File: src/rtl/seven_segment_pkg.sv
// Shared constants and types for the seven-segment capture block: cathode
// code table (active-low, g..a), blank code and the frame FSM state type.
package seven_segment_pkg;

   localparam logic [7:0] BLANK_CODE = 8'hFF;

   localparam logic [6:0] SEG_CODE [16] = '{
      7'b1000000, 7'b1111001, 7'b0100100, 7'b0110000,
      7'b0011001, 7'b0010010, 7'b0000010, 7'b1111000,
      7'b0000000, 7'b0010000, 7'b0001000, 7'b0000011,
      7'b1000110, 7'b0100001, 7'b0000110, 7'b0001110
   };

   typedef enum logic {IDLE, SCAN} state_e;

endpackage

File: src/rtl/seven_segment_code_decoder.sv
// Combinational cathode-pattern to hex decoder; valid_o is low when the
// pattern is not one of the sixteen hex glyphs.
module seven_segment_code_decoder
   import seven_segment_pkg::*;
(
   input  logic [6:0] seg_i,
   output logic       valid_o,
   output logic [3:0] hex_o
);

   always_comb begin
      valid_o = 1'b0;
      hex_o   = 4'h0;
      for (int i = 0; i < 16; i++) begin
         if (seg_i == SEG_CODE[i]) begin
            valid_o = 1'b1;
            hex_o   = 4'(i);
         end
      end
   end

endmodule

File: src/rtl/seven_segment_capture.sv
// Reconstructs frames from a multiplexed 8-digit seven-segment drive.
// Optional macro SEVEN_SEGMENT_DP_CAPTURE_EN enables decimal-point capture.
module seven_segment_capture
   import seven_segment_pkg::*;
#(
   parameter int SETTLE_CYCLES = 1,
   parameter int IDLE_TIMEOUT  = 1024
) (
   input  logic        clk,
   input  logic        RESET,
   input  logic        CE,
   input  logic [7:0]  AN,
   input  logic [7:0]  SEG,
   output logic [31:0] NUMBER,
   output logic [7:0]  DIGIT_PRESENT,
   output logic [7:0]  DP,
   output logic        FRAME_VALID,
   output logic        error_out
);

   localparam int         IW       = $clog2(IDLE_TIMEOUT + 1);
   localparam logic [4:0] SETTLE_W = 5'(SETTLE_CYCLES);

   state_e        state_q, state_d;
   logic [15:0]   pair_q;
   logic [4:0]    settle_q, settle_d;
   logic [IW-1:0] idle_q, idle_d;
   logic [2:0]    last_q, last_d;
   logic [31:0]   sh_num_q, sh_num_d, num_q, num_d;
   logic [7:0]    sh_pres_q, sh_pres_d, pres_q, pres_d;
   logic          fv_q, fv_d, err_q, err_d;
   logic [3:0]    an_zeros;
   logic [2:0]    pos;
   logic          one_hot, sample, an_err, publish;
   logic          code_valid;
   logic [3:0]    code_hex;

   seven_segment_code_decoder u_dec (
      .seg_i   (SEG[6:0]),
      .valid_o (code_valid),
      .hex_o   (code_hex)
   );

   // pos is only meaningful when exactly one anode line is low
   always_comb begin
      an_zeros = '0;
      pos      = '0;
      for (int i = 7; i >= 0; i--) begin
         if (!AN[i]) begin
            an_zeros = an_zeros + 4'd1;
            pos      = 3'(i);
         end
      end
   end

   assign one_hot  = (an_zeros == 4'd1);
   assign settle_d = ({AN, SEG} != pair_q) ? 5'd1 :
                     (settle_q == 5'd16)   ? settle_q : settle_q + 5'd1;
   assign sample   = (settle_d == SETTLE_W) && one_hot;
   assign an_err   = (settle_d == SETTLE_W) && (an_zeros > 4'd1);

   always_comb begin
      state_d   = state_q;
      last_d    = last_q;
      sh_num_d  = sh_num_q;
      sh_pres_d = sh_pres_q;
      num_d     = num_q;
      pres_d    = pres_q;
      idle_d    = '0;
      publish   = 1'b0;
      fv_d      = 1'b0;
      err_d     = err_q | an_err | (sample & ~code_valid);
      if (state_q == SCAN) begin
         if (sample) begin
            publish = (pos <= last_q);
         end else if (!one_hot) begin
            if (idle_q == IW'(IDLE_TIMEOUT - 1)) begin
               publish = 1'b1;
               state_d = IDLE;
            end else begin
               idle_d = idle_q + 1'b1;
            end
         end
      end
      if (publish) begin
         num_d     = sh_num_q;
         pres_d    = sh_pres_q;
         fv_d      = 1'b1;
         sh_num_d  = '0;
         sh_pres_d = '0;
      end
      // A wrapping sample seeds the new frame after the old one is cleared
      if (sample) begin
         state_d                     = SCAN;
         last_d                      = pos;
         sh_num_d[{pos, 2'b00} +: 4] = code_valid ? code_hex : 4'h0;
         sh_pres_d[pos]              = 1'b1;
      end
   end

   always_ff @(posedge clk or posedge RESET) begin
      if (RESET) begin
         state_q   <= IDLE;
         pair_q    <= {BLANK_CODE, BLANK_CODE};
         settle_q  <= '0;
         idle_q    <= '0;
         last_q    <= '0;
         sh_num_q  <= '0;
         sh_pres_q <= '0;
         num_q     <= '0;
         pres_q    <= '0;
         fv_q      <= 1'b0;
         err_q     <= 1'b0;
      end else if (CE) begin
         state_q   <= state_d;
         pair_q    <= {AN, SEG};
         settle_q  <= settle_d;
         idle_q    <= idle_d;
         last_q    <= last_d;
         sh_num_q  <= sh_num_d;
         sh_pres_q <= sh_pres_d;
         num_q     <= num_d;
         pres_q    <= pres_d;
         fv_q      <= fv_d;
         err_q     <= err_d;
      end
   end

`ifdef SEVEN_SEGMENT_DP_CAPTURE_EN
   logic [7:0] sh_dp_q, sh_dp_d, dp_q, dp_d;

   always_comb begin
      sh_dp_d = publish ? 8'h00 : sh_dp_q;
      dp_d    = publish ? sh_dp_q : dp_q;
      if (sample) sh_dp_d[pos] = ~SEG[7];
   end

   always_ff @(posedge clk or posedge RESET) begin
      if (RESET) begin
         sh_dp_q <= '0;
         dp_q    <= '0;
      end else if (CE) begin
         sh_dp_q <= sh_dp_d;
         dp_q    <= dp_d;
      end
   end

   assign DP = dp_q;
`else
   assign DP = 8'h00;
`endif

   assign NUMBER        = num_q;
   assign DIGIT_PRESENT = pres_q;
   assign FRAME_VALID   = fv_q;
   assign error_out     = err_q;

endmodule

File: config.mk
export PLATFORM = sky130hd
export DESIGN_NAME = seven_segment_capture
export DESIGN_NICKNAME = d
export VERILOG_FILES = /design/src/rtl/seven_segment_pkg.sv /design/src/rtl/seven_segment_code_decoder.sv /design/src/rtl/seven_segment_capture.sv
export SDC_FILE = /design/constraint.sdc
export NUM_CORES = 1
export LEC_CHECK = 0
export CELL_PAD_IN_SITES_DETAIL_PLACEMENT = 0
export CELL_PAD_IN_SITES_GLOBAL_PLACEMENT = 1
export CORE_MARGIN = 2
export CORE_UTILIZATION = 40
export CTS_CLUSTER_DIAMETER = 50
export DETAILED_ROUTE_END_ITERATION = 8
export PLACE_DENSITY_LB_ADDON = 0.1
export SLEW_MARGIN = 20
export SYNTH_ARGS = -nofsm -noshare
export SYNTH_HDL_FRONTEND = slang
export SYNTH_HIERARCHICAL = 1
export SYNTH_SLANG_ARGS = --single-unit
File: constraint.sdc
create_clock -name clk -period 6.4 [get_ports clk]
set_input_delay 0.96 -clock clk [delete_from_list [all_inputs] [get_ports clk]]
set_output_delay 0.96 -clock clk [all_outputs]
set_load 0.03 [all_outputs]
==> results.env <==
DRT_ITER0_MARKERS=263
TIMING_WORST_SLEW_PIN_VALUE_NS=0.878
INITIAL_STANDARD_CELL_UTILIZATION_OF_THE_CORE_PCT=40.5
SYNTH_SEQUENTIAL_AREA_RATIO_PCT=44.7
CLOCK.FMAX_MHz=170
CTS_SINKS=118
LAYOUT_COMMONEST_CELL='sky130_fd_sc_hd__dfrtp_1'
SYNTH_AREA_LEADERS='sky130_fd_sc_hd__dfrtp_1 38%, sky130_fd_sc_hd__mux2_2 7.8%, sky130_fd_sc_hd__dfstp_2 6.3%'
GLOBAL_ROUTE.OVERFLOW_TOTAL=0
PRE_CTS_SLACK_NS=0.0978
TIMING.CRITICAL_PATH.FANOUT_MAX=53
SYNTH_SEQ_CELLS=118
GRT_SETUP_UNREPAIRED='no'
TOP_LEVEL_PORTS=69
CP_DATA_ARRIVAL_TIME_NS=6.18
HPWLAFTERDP_UM=10900
MAPPEDNETLISTAREA_UM2=6650
P_LEAK_nW=3.52
SYNTHESIS.YOSYS.WARNINGS=6
POWER_DENSITY_nW_PER_UM2=299
ENDPOINT_KIND='register'
CTS_BUFFERS=17
IO_BUFFERS=60
WORST_PATH_DOMINANT_CELL_FAMILY='buffers and inverters'
FINAL.SETUP.WORST_SLACK_NS=0.512
WORSTPATHBUFFERINVERTERCOUNT=5
GRT_FIRST_PASS_WIRELENGTH_UM=25000
NETLIST-CELL-TYPE-COUNT=76
CRITICAL-PATH-SLOWEST-CELL='sky130_fd_sc_hd__clkdlybuf4s50_1'
SLEW-LIMIT-HEADROOM_PCT=41.1
FIN_TOTAL_PWR_mW=2.42
MIN_PERIOD_NS=5.89
ANTENNA_FOUND_INITIAL=0
FINAL_CELL_MIX='102 x sky130_fd_sc_hd__dfrtp_1, 60 x sky130_fd_sc_hd__clkdlybuf4s50_1, 46 x sky130_fd_sc_hd__mux2_2, 44 x sky130_fd_sc_hd__nand2_1, 31 x sky130_fd_sc_hd__nor2_1'
DRC_ERRORS=0
CTS_SETUP_BUFFERS=0
CLOCK_TREE.HTREE_LEVEL_COUNT=4
TIMING.FINAL.HOLD_VIOLATIONS=0
POSTSYNTH.ASYNCRESETSHARE_PCT=100
CHIPWIDTH_UM=133
MAX-CLOCK-PATH-BUFFERS=2
SLOWEST_DELAY_NS=0.56
AREAGROWTHSYNTHTOFINISH_PCT=21.8
GPL.FINAL_WEIGHTED_CONGESTION=0.805
DIE-HEIGHT_UM=133
DRTPASS1ITERATIONS=4
HOLDWS_NS=0.479
CLOCK_LATENCY_NS=0.42
SETUP_TNS_NS=0
FINAL_MAX_SLEW_VIOL_COUNT=0
FINAL_SETUP_VIOLATION_COUNT=0
CTS_ROOT_BUF='sky130_fd_sc_hd__clkbuf_16'
WIRE_PER_INST_UM=16.2
POST_ROUTE_CELLS_DRIVE_ABOVE_1_SHARE_PCT=19.0
PATH_CLK_SLEW_NS=0.06
STATUS='completed'
HP-CLASS='register to register'
ANTENNA_CELLS_INSERTED=0
FP.DIEAREA_UM2=17700
SHARE_OF_THE_CLOCK_PERIOD_USED_BY_THE_WORST_PATH_PCT=92.0
ROW_COUNT=47
WL_UM=15100
CP.REQUIRED_NS=6.69
DESIGN.FINAL.NETS=734
CRITPATHLAUNCHTYPE='primary input'
TIMING.MAX_CAP.VIOLATIONS=0
POST_SYNTH_INST_COUNT=632
SYNTH_LARGEST_TYPE_AREA_FRACTION_PCT=38.4
CRIT_TYPE='primary input to register'
CTS-HOLD-FIX-BUFFERS=0
LAYOUT.FILLER_CELLS=1516
GRT_MAX_DEGREE=71
IR_DROP_mV=0.219
YS_DOMINANT_REG_CELL='sky130_fd_sc_hd__dfrtp_1'
GRT_PASS1_VIAS=4921
ROUTED_VIA_DENSITY=5.30
CRITICAL_PATH.CELL_CHAIN='clkdlybuf4s50_1, inv_1, ha_1, xnor3_2, inv_1, ha_1, xor2_1, o21a_1, a211oi_1, mux2i_1, ha_1, inv_1, or4_1, a21oi_1, o22a_1, nand4_2, nand2_2, buf_12, mux2_2'
FINALCLOCKSKEW_NS=0.0168
FIN_AREA_UM2=8100
GATES_RESIZED_CTS_REPAIR=0
SYNTH.AVG_CELL_AREA_UM2=10.5
ANT_NETS=0
DPL_CELL_AREA_UM2=7490
POST-SYNTH-TOP-AREA-CELL='sky130_fd_sc_hd__dfrtp_1'
TRITONCTS_CLOCK_TREE='built'
GRT_USAGE_PCT=17.7
CORE-AREA_UM2=16400
VIAS=4932
SYNTH-EDFF-COUNT=0
cell type report:
| type | count | area [um^2] | share of cell area, % |
|---|---|---|---|
| timing repair buffer | 82 | 778 | 9.61 |
| inverter | 27 | 106 | 1.31 |
| sequential | 118 | 2970 | 36.7 |
| clock inverter | 11 | 175 | 2.16 |
| clock buffer | 20 | 437 | 5.39 |
| multi-input combinational | 452 | 3350 | 41.4 |
| tap | 220 | 275 | 3.40 |
cells in the mapped netlist, drive strengths merged, types with 3 or more instances:
cell,number
dfrtp,102
mux2,56
nand2,46
buf,31
nor2,31
o21ai,28
inv,25
xor2,24
nor3,20
nand3,18
ha,17
o22ai,17
dfstp,16
a31o,14
xnor2,13
nand4,12
a21oi,11
clkbuf,11
nor4,11
mux2i,10
a22o,9
nor2b,8
or3,8
nand2b,7
o21a,7
or4,6
nor3b,5
a211o,4
a21o,4
a31oi,4
a32o,4
and3b,4
o2bb2ai,4
or2,4
a211oi,3
a311oi,3
and2,3
nor4b,3
o311ai,3
per-stage QoR:
step           util, %  cells
2_1_floorplan        -    639
3_3_place_gp      45.6    899
3_5_place_dp      45.6    899
4_1_cts           49.4    930
5_1_grt           49.4    930
6_report          49.4    930
path summary, 6_finish.rpt:
kind / endpoint / slack [ns] / startpoint / cells after the start
worst min register to register: NUMBER[15] / 0.48 / sh_num_q[15] / 1
min in group asynchronous: DIGIT_PRESENT[6] / 0.96 / RESET / 2
worst min-delay path: NUMBER[15] / 0.48 / sh_num_q[15] / 1
worst max register to register: DIGIT_PRESENT[1] / 3.22 / pair_q[0] / 9
max in group asynchronous: settle_q[3] / 4.12 / RESET / 3
worst max-delay path: NUMBER[0] / 0.51 / AN[7] / 19
per-layer routing:
metal	wire, um	global-route usage [%]
met1	7030	23.2
met2	7410	29.3
met3	398	3.52
met4	224	6.15
met5	0	0
registers in the layout (all words and copies together), names as in the netlist, 3 cells and up:
register       cells
NUMBER            32
sh_num_q          32
DIGIT_PRESENT      8
idle_q            11
settle_q           5
pair_q            16
last_q             3
sh_pres_q          8
cells by family (layout without fill, tap and decap cells):
family / Yosys count / after routing / synth area share, %
compound gates: 127 / 127 / 13.7
mux: 66 / 66 / 11.0
simple gates: 194 / 194 / 15.8
xor+xnor: 39 / 39 / 6.10
flops: 118 / 118 / 44.7
other cells: 1 / 8 / 0.0564
fa+ha+maj: 18 / 18 / 3.35
buf+inv: 69 / 140 / 5.21
power breakdown:
group / internal (mW) / switching [mW]
Combinational: 0.248 / 0.321
Sequential: 0.818 / 0.0433
Clock: 0.652 / 0.342
Total: 1.72 / 0.706
(Power assumes the default switching activity.)
